--- config.mk ---
export PLATFORM = sky130hd
export DESIGN_NAME = add_sub_4b
export DESIGN_NICKNAME = d
export VERILOG_FILES = /design/src/rtl/add_sub_4b.sv
export SDC_FILE = /design/constraint.sdc
export NUM_CORES = 1
export LEC_CHECK = 0
export ABC_AREA = 1
export CAP_MARGIN = 20
export CORE_AREA = 5 5 42 44
export CTS_CLUSTER_DIAMETER = 150
export DETAILED_ROUTE_END_ITERATION = 7
export DIE_AREA = 0 0 47 49
export SETUP_SLACK_MARGIN = 0.1
export SYNTH_ARGS = -nofsm -noshare
export SYNTH_HDL_FRONTEND = slang
export SYNTH_SLANG_ARGS = --single-unit
--- constraint.sdc ---
create_clock -name clk -period 0.8 [get_ports clk]
set_input_delay 0.12 -clock clk [delete_from_list [all_inputs] [get_ports clk]]
set_output_delay 0.12 -clock clk [all_outputs]
set_load 0.1 [all_outputs]
--- src/rtl/add_sub_4b.sv ---
// add_sub_4b
//   Registered two's-complement adder/subtractor for the datapath ALU slice.
//   The operation is a ripple-carry chain of full-adder cells. The sum and
//   carry are registered, so each result appears one clock after its operands.
//   A new pair of operands is accepted on every edge.
//
// Parameters
//   WIDTH  operand/result width in bits (production value 4, any WIDTH >= 1)
//
// Ports
//   clk    clock; all state updates on the rising edge
//   rst_n  asynchronous active-low reset; clears every output register
//   A      operand A (minuend when subtracting)
//   Y      operand Y (subtrahend when subtracting)
//   Cin    0 = add (A + Y), 1 = subtract (A + ~Y + 1); also the LSB carry-in
//   S      registered sum/difference, modulo 2^WIDTH
//   Cout   registered carry out of the MSB cell (subtract: 1 = no borrow)
//   Ovf    registered signed overflow       (only with ADD_SUB_4B_FLAGS_EN)
//   Zero   registered (S == 0) flag         (only with ADD_SUB_4B_FLAGS_EN)
//
// Configuration
//   Define ADD_SUB_4B_FLAGS_EN to add the Ovf and Zero flag outputs.
//   S and Cout behave identically with or without the flags.
module add_sub_4b #(
  parameter int WIDTH = 4
) (
  input  logic             clk,
  input  logic             rst_n,
  input  logic [WIDTH-1:0] A,
  input  logic [WIDTH-1:0] Y,
  input  logic             Cin,
  output logic [WIDTH-1:0] S,
  output logic             Cout
`ifdef ADD_SUB_4B_FLAGS_EN
  ,
  output logic             Ovf,
  output logic             Zero
`endif
);

  // Combinational datapath.
  logic [WIDTH-1:0] yx;     // Y, inverted when subtracting
  logic [WIDTH:0]   carry;  // carry[0] is the LSB carry-in
  logic [WIDTH-1:0] sum;

  // Subtraction is A + ~Y + 1. Cin both inverts Y and supplies the +1.
  assign carry[0] = Cin;

  genvar gi;
  generate
    for (gi = 0; gi < WIDTH; gi++) begin : g_fa
      assign yx[gi]      = Y[gi] ^ Cin;
      assign sum[gi]     = A[gi] ^ yx[gi] ^ carry[gi];
      assign carry[gi+1] = (A[gi] & yx[gi]) | (carry[gi] & (A[gi] ^ yx[gi]));
    end
  endgenerate

  // Output registers.
  logic [WIDTH-1:0] s_reg;
  logic             cout_reg;

  always_ff @(posedge clk or negedge rst_n) begin
    if (!rst_n) begin
      s_reg    <= '0;
      cout_reg <= 1'b0;
    end else begin
      s_reg    <= sum;
      cout_reg <= carry[WIDTH];
    end
  end

  assign S    = s_reg;
  assign Cout = cout_reg;

`ifdef ADD_SUB_4B_FLAGS_EN
  logic ovf_reg;
  logic zero_reg;

  // Signed overflow: the carry into the sign bit differs from the carry out
  // of it. This works for subtract as well, because subtract is an add of ~Y + 1.
  always_ff @(posedge clk or negedge rst_n) begin
    if (!rst_n) begin
      ovf_reg  <= 1'b0;
      zero_reg <= 1'b0;
    end else begin
      ovf_reg  <= carry[WIDTH] ^ carry[WIDTH-1];
      zero_reg <= (sum == '0);
    end
  end

  assign Ovf  = ovf_reg;
  assign Zero = zero_reg;
`endif

endmodule

# After elaboration in Yosys (flattened, before gate mapping)
# Cells that the tools add are included.
# classes
n_addsub	0
mul	0
n_div	0
n_lt_le_gt_ge	0
n_eq_ne	0
shifts	0
n_mux	0
bitwise_logic	24
reduce_logical	0
# ops
op	count
$xor 1x1->1	12
$and 1x1->1	8
$or 1x1->1	4
# word_totals
ff_bits	5
latchBits	0
mem_bits_rw	0
mem_bits_ro	0
input_bits	11
out_inout_bits	5
word_cells	26
n_memories	0

# Depth between registers and ports, before layout
# Gate-level depths: netlist of the first run.
# logic_depth
ltp_word	10
mapped_depth	8
mapped_depth_nobuf	8

# Least setup slack after synthesis of the first run
# OpenSTA, ideal clock, no wires.
# synth_timing
path_type	input port to flip-flop
from	in Cin
to	reg s_reg[3] (netlist: S[3])
setup_ns	0.136
arrival_time_ns	1.448
required_time_ns	0.664
setup_slack_ns	-0.784
stages	7
path_buffers	1
path_cell_list	buf_6 -> xor2_1 -> fa_1 -> inv_1 -> fa_1 -> inv_1 -> fa_1
# synth_via
elab_chain_cells	9
elab_cells_between_ends	18
classes_between	bitwise (18)
# synth_lines
element	line_no	text
start, declared	31	input logic Cin,
$xor 1x1->1	52	assign yx[gi] = Y[gi] ^ Cin;
$xor 1x1->1	54	assign carry[gi+1] = (A[gi] & yx[gi]) | (carry[gi] & (A[gi] ^ yx[gi]));
$and 1x1->1	54	
$or 1x1->1	54	
$and 1x1->1	54	
$or 1x1->1	54	
$and 1x1->1	54	
$or 1x1->1	54	
$xor 1x1->1 *	53	assign sum[gi] = A[gi] ^ yx[gi] ^ carry[gi];
via sum[3]	44	logic [WIDTH-1:0] sum;
end signal, assigned	67	s_reg <= sum;
end, declared	59	logic [WIDTH-1:0] s_reg;
# The timed path passes the listed nets; every way through them passes the cells marked *.

# Worst setup path after layout of the first run
# layout_timing
from	in Y[0]
to	reg s_reg[3] (netlist: S[3])
# layout_via
elab_chain_cells	9
elab_cells_between_ends	10
classes_between	bitwise (10)
# layout_lines
element	line_no	text
start, declared	30	input logic [WIDTH-1:0] Y,
$xor 1x1->1 *	52	
$xor 1x1->1	54	
$and 1x1->1	54	
$or 1x1->1 *	54	
$and 1x1->1 *	54	
$or 1x1->1 *	54	
$and 1x1->1 *	54	
$or 1x1->1 *	54	
$xor 1x1->1 *	53	
via sum[3]	44	
# Marked as above.

==> impl_metrics.yaml, run 1 <==
cts:
  clk_pin_slew_ns: 0.04
  htreeDepth: 1
  clockBufferDepth: 2
  cts_tree: "built"
  cts.sinks: 5
  cts_made_buffers: 3
  cts_root_buf: "clkbuf_4"
routing:
  via_count: 299
  routedWlPerCell_um: 8.468
  antenna_left: 0
  vias_per_cell: 3.785
  wl_um: 669
  initialDrtViolationCount: 1
  drt_pre_antenna_iters: 4
  drc_errors: 0
critical_path:
  crit_type: "input port to register"
  cp-end-kind: "register"
  crit_end: "S[3]"
  cp.required_ns: 0.91
  crit_fanout: 3
  start_kind: "input port"
  cp.arrival_ns: 1.44
  startpoint: "Y[0]"
logic_synthesis:
  yosys_register_bits: 5
  yosys.cell_types.count: 9
  synth.area.top_cells: "dfrtp_1 (40%), fa_1 (19%), nand2_1 (18%), inv_1 (8.4%), xor2_1 (5.6%)"
  synth_top_area_cell: "dfrtp_1"
  ys_seq_area_share_pct: 39.84
  synth_warnings: 0
  synthCells: 36
  synth_nets: 50
  synth_top_cell_area_share_pct: 39.84
  netlist_area_um2: 314.1
  syn_area_per_cell_um2: 8.724
placed_design:
  dpl.hpwl_um: 529.8
  post-place-ws_ns: -1.287
  place.gp.congestion: 0.6427
  port_buffers: 15
  place_inst: 70
sta:
  max_freq_ghz: 0.7490
  min_period_ns: 1.335
  setup_slack_ns: -0.5351
  report.final.slew_viol_count: 0
  finalSetupTns_ns: -2.283
  slew_headroom_pct: 84.60
  hold_viol: 0
  finalCritPeriodShare_pct: 166.9
  worst_pin_slew_ns: 0.2302
  rsz0062_at_grt: "yes"
  setup_viol: 8
status:
  status: "finished, violations left"
  violations: "negative setup slack"
floorplanning:
  start_util_pct: 22.41
  ioPinCount: 16
  core_area_um2: 1401
  rows: 14
  dieWidth_um: 47
  fp.dieH_um: 49
  dieArea_um2: 2303
grt:
  grt_use_total_pct: 6.397
  grt-ovfl-total: 0
  grt_pass1_wl_mm: 1.000
  antenna_found_initial: 0
  grt_pass1_vias: 301
  grt_max_degree: 7
cells_and_area:
  syn2layout_area_growth_pct: 118.7
  fin_cells: 79
  drive_above_1_share_pct: 60.32
  multiInputGateArea_um2: 186.4
  mostFrequentLayoutCell: "nand2_1"
  seqCellArea_um2: 143.9
  final_cell_mix: "nand2_1 (14), buf_4 (9), dfrtp_4 (5), inv_2 (5), buf_12 (5)"
  antenna_cells: 0
  layout.nets: 78
  fillerInstances: 138
hold_path:
  hold_path.class: "input port to asynchronous set/reset pin"
pwr:
  p_leak_nw: 0.3433
  clockPowerShare_pct: 18.5
  p_sw_w: 0.0006480
  ir_drop_mv: 0.7259
  switching_share_pct: 43.04
  p_comb_share_pct: 56.1
  p_per_area_nw_per_um2: 2192
  power.internal_w: 0.0008575
  seq_power_share_pct: 25.4
flow_run:
  maxCapViolCount: 0
-- power groups by stage --
stage          Sequential (W)  Combinational [W]  Clock [W]
3_5_place_dp         0.000389           0.000808          0
5_1_grt              0.000392           0.000881   0.000301
4_1_cts              0.000386           0.000831   0.000294
6_report             0.000383           0.000844   0.000278
3_3_place_gp         0.000386           0.000801          0
2_1_floorplan        0.000756           0.000103          0
-- how the worst min path moves through the flow --
stage	startpoint	to	depth (start not counted)
floorplan	rst_n	Cout	0
CTS	rst_n	S[2]	1
global placement	rst_n	S[3]	1
finish	rst_n	S[0]	1
detailed placement	rst_n	S[2]	1
global route	rst_n	S[0]	1
-- cell usage after synthesis (all sizes together) --
cell type	count
xnor2	1
buf	1
dfrtp	5
o21ai	1
inv	8
nand2	15
xor2	2
fa	3
-- worst max-delay path, cell delays in order --
cell and delay [ns]:
buf_8 0.08, inv_6 0.04, nand2_4 0.07, o21ai_4 0.06, fa_2 0.38, inv_2 0.06, fa_2 0.18, inv_2 0.04
fa_1 0.42
-- metrics by stage --
step	cell area (µm²)	util [%]	power, W	hold WS [ns]
2_1_floorplan	354.1	-	0.0008594	-0.1756
3_3_place_gp	584.3	41.70	0.001187	0.3480
3_5_place_dp	584.3	41.70	0.001196	0.3603
4_1_cts	643.1	45.89	0.001510	0.1115
5_1_grt	686.9	49.02	0.001574	0.1320
6_report	686.9	49.02	0.001505	0.1085
-- cell type report --
type,count,share of cell area (%)
Inverter,8,5.100
Tap cell,16,2.914
Clock buffer,4,3.825
Timing Repair Buffer,24,40.07
Multi-Input combinational cell,22,27.14
Sequential cell,5,20.95
-- timing repair --
action,in CTS,in global routing
hold buffers,0,0
gates resized for setup,29,9
setup endpoints to repair,10,10
setup buffers,4,1
hold endpoints to repair,0,0
gates cloned,0,0
pin swaps,5,10
-- per-layer routing --
| metal | vias up | wire length, µm | global-route usage [%] |
|---|---|---|---|
| li1 | 152 | - | - |
| met1 | 128 | 179 | 4.751 |
| met2 | 17 | 387 | 11.54 |
| met3 | 2 | 83 | 0 |
| met4 | 0 | 20 | 8.295 |
| met5 | - | 0 | 0 |
-- state kept, by name (all words and copies together), names as in the netlist --
register  flops
S             4
Cout          1
-- cells by family (layout without fill, tap and decap cells) --
family	count (synthesis)	in the layout	share of synthesized area [%]
buffers and inverters	9	36	13.15
AO/OA/AOI/OAI	1	1	1.592
flip-flops	5	5	39.84
adder cells (fa/ha/maj)	3	3	19.12
XOR/XNOR	3	3	8.368
AND/OR/NAND/NOR	15	15	17.93
Note: power is estimated with default switching activity, not from simulation.
==> inputs of run 2 (changes only) <==
--- a/config.mk
+++ b/config.mk
@@ -8,9 +8,10 @@
 export ABC_AREA = 1
 export CAP_MARGIN = 20
 export CORE_AREA = 5 5 42 44
-export CTS_CLUSTER_DIAMETER = 150
+export CTS_CLUSTER_DIAMETER = 60
 export DETAILED_ROUTE_END_ITERATION = 7
 export DIE_AREA = 0 0 47 49
+export REMOVE_ABC_BUFFERS = 1
 export SETUP_SLACK_MARGIN = 0.1
 export SYNTH_ARGS = -nofsm -noshare
 export SYNTH_HDL_FRONTEND = slang
==> run 2 against run 1 <==
The run still ends with negative setup slack left; sequential cell count is the same; cell area shrank 8.0%; setup slack gained 0.015 ns; combinational power decreased by 2.4%; critical path type unchanged; utilization down 3.9 points; global-route usage is 0.062 points lower; largest power group unchanged; total power down 3.4%; critical path depth decreased by 1.
==> impl_metrics.yaml, run 2 (synthesis gave the netlist of run 1 again) <==
cells_and_area:
  layout.nets: 72
  mostFrequentLayoutCell: "nand2_1"
  final_cell_mix: "nand2_1 (14), dfrtp_1 (5), buf_12 (5)"
  drive_above_1_share_pct: 47.37
  multiInputGateArea_um2: 186.4
  fillerInstances: 141
  syn2layout_area_growth_pct: 101.2
  largest_register_ffs: 4
  antenna_cells: 0
  seqCellArea_um2: 125.1
  fin_cells: 73
floorplanning:
  fp.dieH_um: 49
  ioPinCount: 16
  dieArea_um2: 2303
  core_area_um2: 1401
  start_util_pct: 22.41
  rows: 14
  dieWidth_um: 47
grt:
  grt_pass1_wl_mm: 1.007
  grt-ovfl-total: 0
  grt_pass1_vias: 265
  antenna_found_initial: 0
  grt_max_degree: 7
  grt_use_total_pct: 6.335
placed_design:
  place.gp.congestion: 0.7325
  dpl.hpwl_um: 466.6
  place_inst: 68
  port_buffers: 15
critical_path:
  cp.arrival_ns: 1.43
  crit_fanout: 3
  cp.required_ns: 0.91
  start_kind: "input port"
  crit_type: "input port to register"
  cp-end-kind: "register"
routing:
  antenna_left: 0
  drt_pre_antenna_iters: 4
  via_count: 271
  initialDrtViolationCount: 2
  vias_per_cell: 3.712
  wl_um: 603
  drc_errors: 0
  routedWlPerCell_um: 8.260
pwr:
  p_leak_nw: 0.3213
  ir_drop_mv: 0.7298
  p_per_area_nw_per_um2: 2301
cts:
  cts_root_buf: "clkbuf_4"
  clk_pin_slew_ns: 0.04
  cts_tree: "built"
  clockBufferDepth: 2
  cts.sinks: 5
  cts_made_buffers: 3
  htreeDepth: 1
sta:
  worst_pin_slew_ns: 0.2092
  finalSetupTns_ns: -1.821
  setup_slack_ns: -0.5198
  timing.hold.ws_ns: 0.09550
  min_period_ns: 1.320
  max_freq_ghz: 0.7577
  hold_viol: 0
  report.final.slew_viol_count: 0
  finalCritPeriodShare_pct: 165.0
  rsz0062_at_grt: "yes"
  setup_viol: 8
  slew_headroom_pct: 86.01
status:
  violations: "negative setup slack"
  status: "finished, violations left"
flow_run:
  maxCapViolCount: 0
hold_path:
  hold_path.class: "input port to asynchronous set/reset pin"
-- run 2: changes by cell type in the layout (fill, tap and decap cells not counted) --
cell | before | now
inv_4 | 0 | 1
dfrtp_1 | 0 | 5
dfrtp_4 | 5 | 0
buf_4 | 9 | 3
buf_2 | 1 | 0
buf_6 | 1 | 2
inv_2 | 5 | 4
-- run 2: final cells by class --
class | count | share of cell area, %
timing repair buffer | 18 | 37.43
multi-input combinational | 22 | 29.50
sequential | 5 | 19.80
inverter | 8 | 5.941
clock buffer | 4 | 4.158
tap | 16 | 3.168
-- run 2: path summary, 6_finish.rpt --
check | depth (start not counted) | endpoint | startpoint | slack [ns]
min in group clk | 6 | S[0] | A[0] | 0.23
hold / removal | 1 | S[2] | rst_n | 0.1
max in group asynchronous | 1 | Cout | rst_n | 0.53
setup / recovery | 8 | S[3] | Cin | -0.52
-- run 2: critical path, cell delays in order --
cell and delay [ns]:
buf_8 0.11, nand2_4 0.07, o21ai_4 0.06, fa_2 0.37
inv_2 0.06, fa_2 0.18, inv_2 0.04, fa_1 0.42
-- run 2: where the power goes --
group	internal, W	total [W]	switching [W]
combinational	0.000313	0.000824	0.000511
sequential	0.000307	0.000348	0.0000405
clock	0.000188	0.000282	0.0000944
-- run 2: per-stage QoR --
step | utilization [%] | cell area (µm²) | power [W] | setup WS [ns]
after floorplan | - | 302.8 | 0.0007937 | -0.7055
after global placement | 38.39 | 538.0 | 0.001134 | -1.284
after detailed placement | 38.39 | 538.0 | 0.001139 | -1.303
after CTS | 43.13 | 604.3 | 0.001460 | -0.5633
after global routing | 45.09 | 631.9 | 0.001515 | -0.5498
final | 45.09 | 631.9 | 0.001454 | -0.5198
-- run 2: repair_timing --
action                     4_1_cts  5_1_grt
buffers inserted                 1        0
pin swaps                        6        4
hold endpoints to repair         0        0
gates resized for setup         36        8
hold buffers                     0        0
setup endpoints to repair       10        9
-- run 2: per-layer routing --
layer  up-vias  GRT usage (%)  wire length, µm
met5         -              0                0
met4         0          8.295               14
met3         2              0               67
met2        16          8.597              315
met1       112          7.500              205
li1        141              -                -
==> inputs of run 3 (changes only) <==
--- a/config.mk
+++ b/config.mk
@@ -8,6 +8,7 @@
 export ABC_AREA = 1
 export CAP_MARGIN = 20
 export CORE_AREA = 5 5 42 44
+export CTS_BUF_LIST = sky130_fd_sc_hd__clkbuf_8
 export CTS_CLUSTER_DIAMETER = 60
 export DETAILED_ROUTE_END_ITERATION = 7
 export DIE_AREA = 0 0 47 49
==> constraint.sdc (replaced) <==
create_clock -name clk -period 1.4 [get_ports clk]
set_input_delay 0.21 -clock clk [delete_from_list [all_inputs] [get_ports clk]]
set_output_delay 0.21 -clock clk [all_outputs]
set_load 0.1 [all_outputs]
==> run 3 against run 2 <==
The run still ends with negative setup slack left; count of clock-buffer cells in the layout is 1 lower; sequential share of layout area is 0.61 points lower; clock power shrank 11%; non-clock buffer count did not move; largest cell class unchanged.
==> impl_metrics.yaml, run 3 (synthesis gave the netlist of run 1 again) <==
cells_and_area:
  fillerInstances: 143
  drive_above_1_share_pct: 49.12
  seqCellArea_um2: 125.1
  mostFrequentLayoutCell: "nand2_1"
  final_area_um2: 651.9
  antenna_cells: 0
  post-route-util_pct: 46.52
  largest_register_ffs: 4
  final_cell_mix: "nand2_1 (14), dfrtp_1 (5), buf_12 (5)"
  layout.nets: 72
  multiInputGateArea_um2: 186.4
  syn2layout_area_growth_pct: 107.6
floorplanning:
  start_util_pct: 22.41
  core_area_um2: 1401
  dieArea_um2: 2303
  dieWidth_um: 47
  fp.dieH_um: 49
  ioPinCount: 16
  rows: 14
placed_design:
  port_buffers: 15
  place_area_um2: 538.0
  place.gp.congestion: 0.6917
  dpl.hpwl_um: 439.2
  post-place-ws_ns: -0.7873
grt:
  grt-ovfl-total: 0
  grt_use_total_pct: 5.560
  grt_pass1_vias: 251
  antenna_found_initial: 0
  grt_max_degree: 6
  grt_pass1_wl_um: 828
cts:
  cts.sinks: 5
  cts_tree: "built"
  cts_root_buf: "clkbuf_8"
  clk_pin_slew_ns: 0.03
  htreeDepth: 1
  clockBufferDepth: 2
  cts_made_buffers: 3
  hold_buffers: 0
sta:
  setup_viol: 1
  setup_slack_ns: -0.03695
  timing.hold.ws_ns: 0.2085
  slew_headroom_pct: 85.84
  finalCritPeriodShare_pct: 102.6
  max_freq_ghz: 0.6959
  hold_viol: 0
  rsz0062_at_grt: "yes"
  report.final.slew_viol_count: 0
  worst_pin_slew_ns: 0.2117
  min_period_ns: 1.437
status:
  status: "finished, violations left"
  violations: "negative setup slack"
routing:
  vias_per_cell: 3.753
  drt_pre_antenna_iters: 1
  routedWlPerCell_um: 7.836
  initialDrtViolationCount: 0
  via_count: 274
  antenna_left: 0
  wl_um: 572
  drc_errors: 0
critical_path:
  crit_fanout: 4
  cp.required_ns: 1.49
  cp.arrival_ns: 1.52
  path_cells: "buf_8 -> nand2_4 -> o21ai_4 -> fa_2 -> inv_2 -> fa_2 -> inv_2 -> fa_1"
  cp_num_buf_inv: 3
  cp-end-kind: "register"
  crit_type: "input port to register"
  slowest_stage: "fa_1"
  path_delay_family: "adder cells"
  start_kind: "input port"
  max_stage_delay_ns: 0.42
hold_path:
  hold_path.class: "input port to asynchronous set/reset pin"
pwr:
  ir_drop_mv: 0.4258
  p_per_area_nw_per_um2: 1413
  p_leak_nw: 0.3331
flow_run:
  maxCapViolCount: 0
[run 3: cell count changes in the layout (fill, tap and decap cells not counted), sizes merged]
cell    change
clkbuf      -1
inv         +1
[run 3: area by class of cell]
class,count,area share [%]
clock inverter,1,0.5758
timing repair buffer,18,36.47
multi-input combinational,22,28.60
sequential,5,19.19
tap,16,3.071
clock buffer,3,6.334
inverter,8,5.758
[run 3: where the power goes]
group / internal (W) / leakage (nW) / total (W) / switching, W
Combinational: 0.000179 / 0.249 / 0.000470 / 0.000291
Clock: 0.000187 / 0.0269 / 0.000252 / 0.0000649
Sequential: 0.000176 / 0.0575 / 0.000199 / 0.0000231
Total: 0.000542 / 0.333 / 0.000921 / 0.000379
[run 3: metrics by stage]
stage / std cells / TNS, ns / total power [W]
3_3_place_gp: 68 / -2.078 / 0.0006474
5_1_grt: 73 / -0.06777 / 0.0009684
3_5_place_dp: 68 / -2.085 / 0.0006492
4_1_cts: 72 / -0.08800 / 0.0009247
6_report: 73 / -0.03695 / 0.0009212
2_1_floorplan: 35 / -0.2694 / 0.0004535
[run 3: timing repair]
action | CTS | global route
endpoints found under the setup margin | 4 | 2
pin swaps | 6 | 4
cloned | 0 | 0
buffers inserted | 0 | 1
resized for setup | 36 | 8
[run 3: how the worst max path moves through the flow]
stage | start | to | cells after the start
3_3_place_gp | A[0] | S[3] | 8
4_1_cts | Y[1] | S[3] | 7
3_5_place_dp | A[0] | S[3] | 8
6_report | Cin | S[3] | 8
2_1_floorplan | Y[0] | S[3] | 7
5_1_grt | Cin | S[3] | 8
[run 3: metal layers]
| metal | GRT usage [%] | vias to the layer above | share of wire (%) |
|---|---|---|---|
| met5 | 0 | - | 0 |
| met4 | 9.677 | 0 | 4.0 |
| met3 | 1.476 | 2 | 12 |
| met2 | 6.335 | 14 | 51 |
| met1 | 5.708 | 118 | 33 |
| li1 | - | 140 | - |
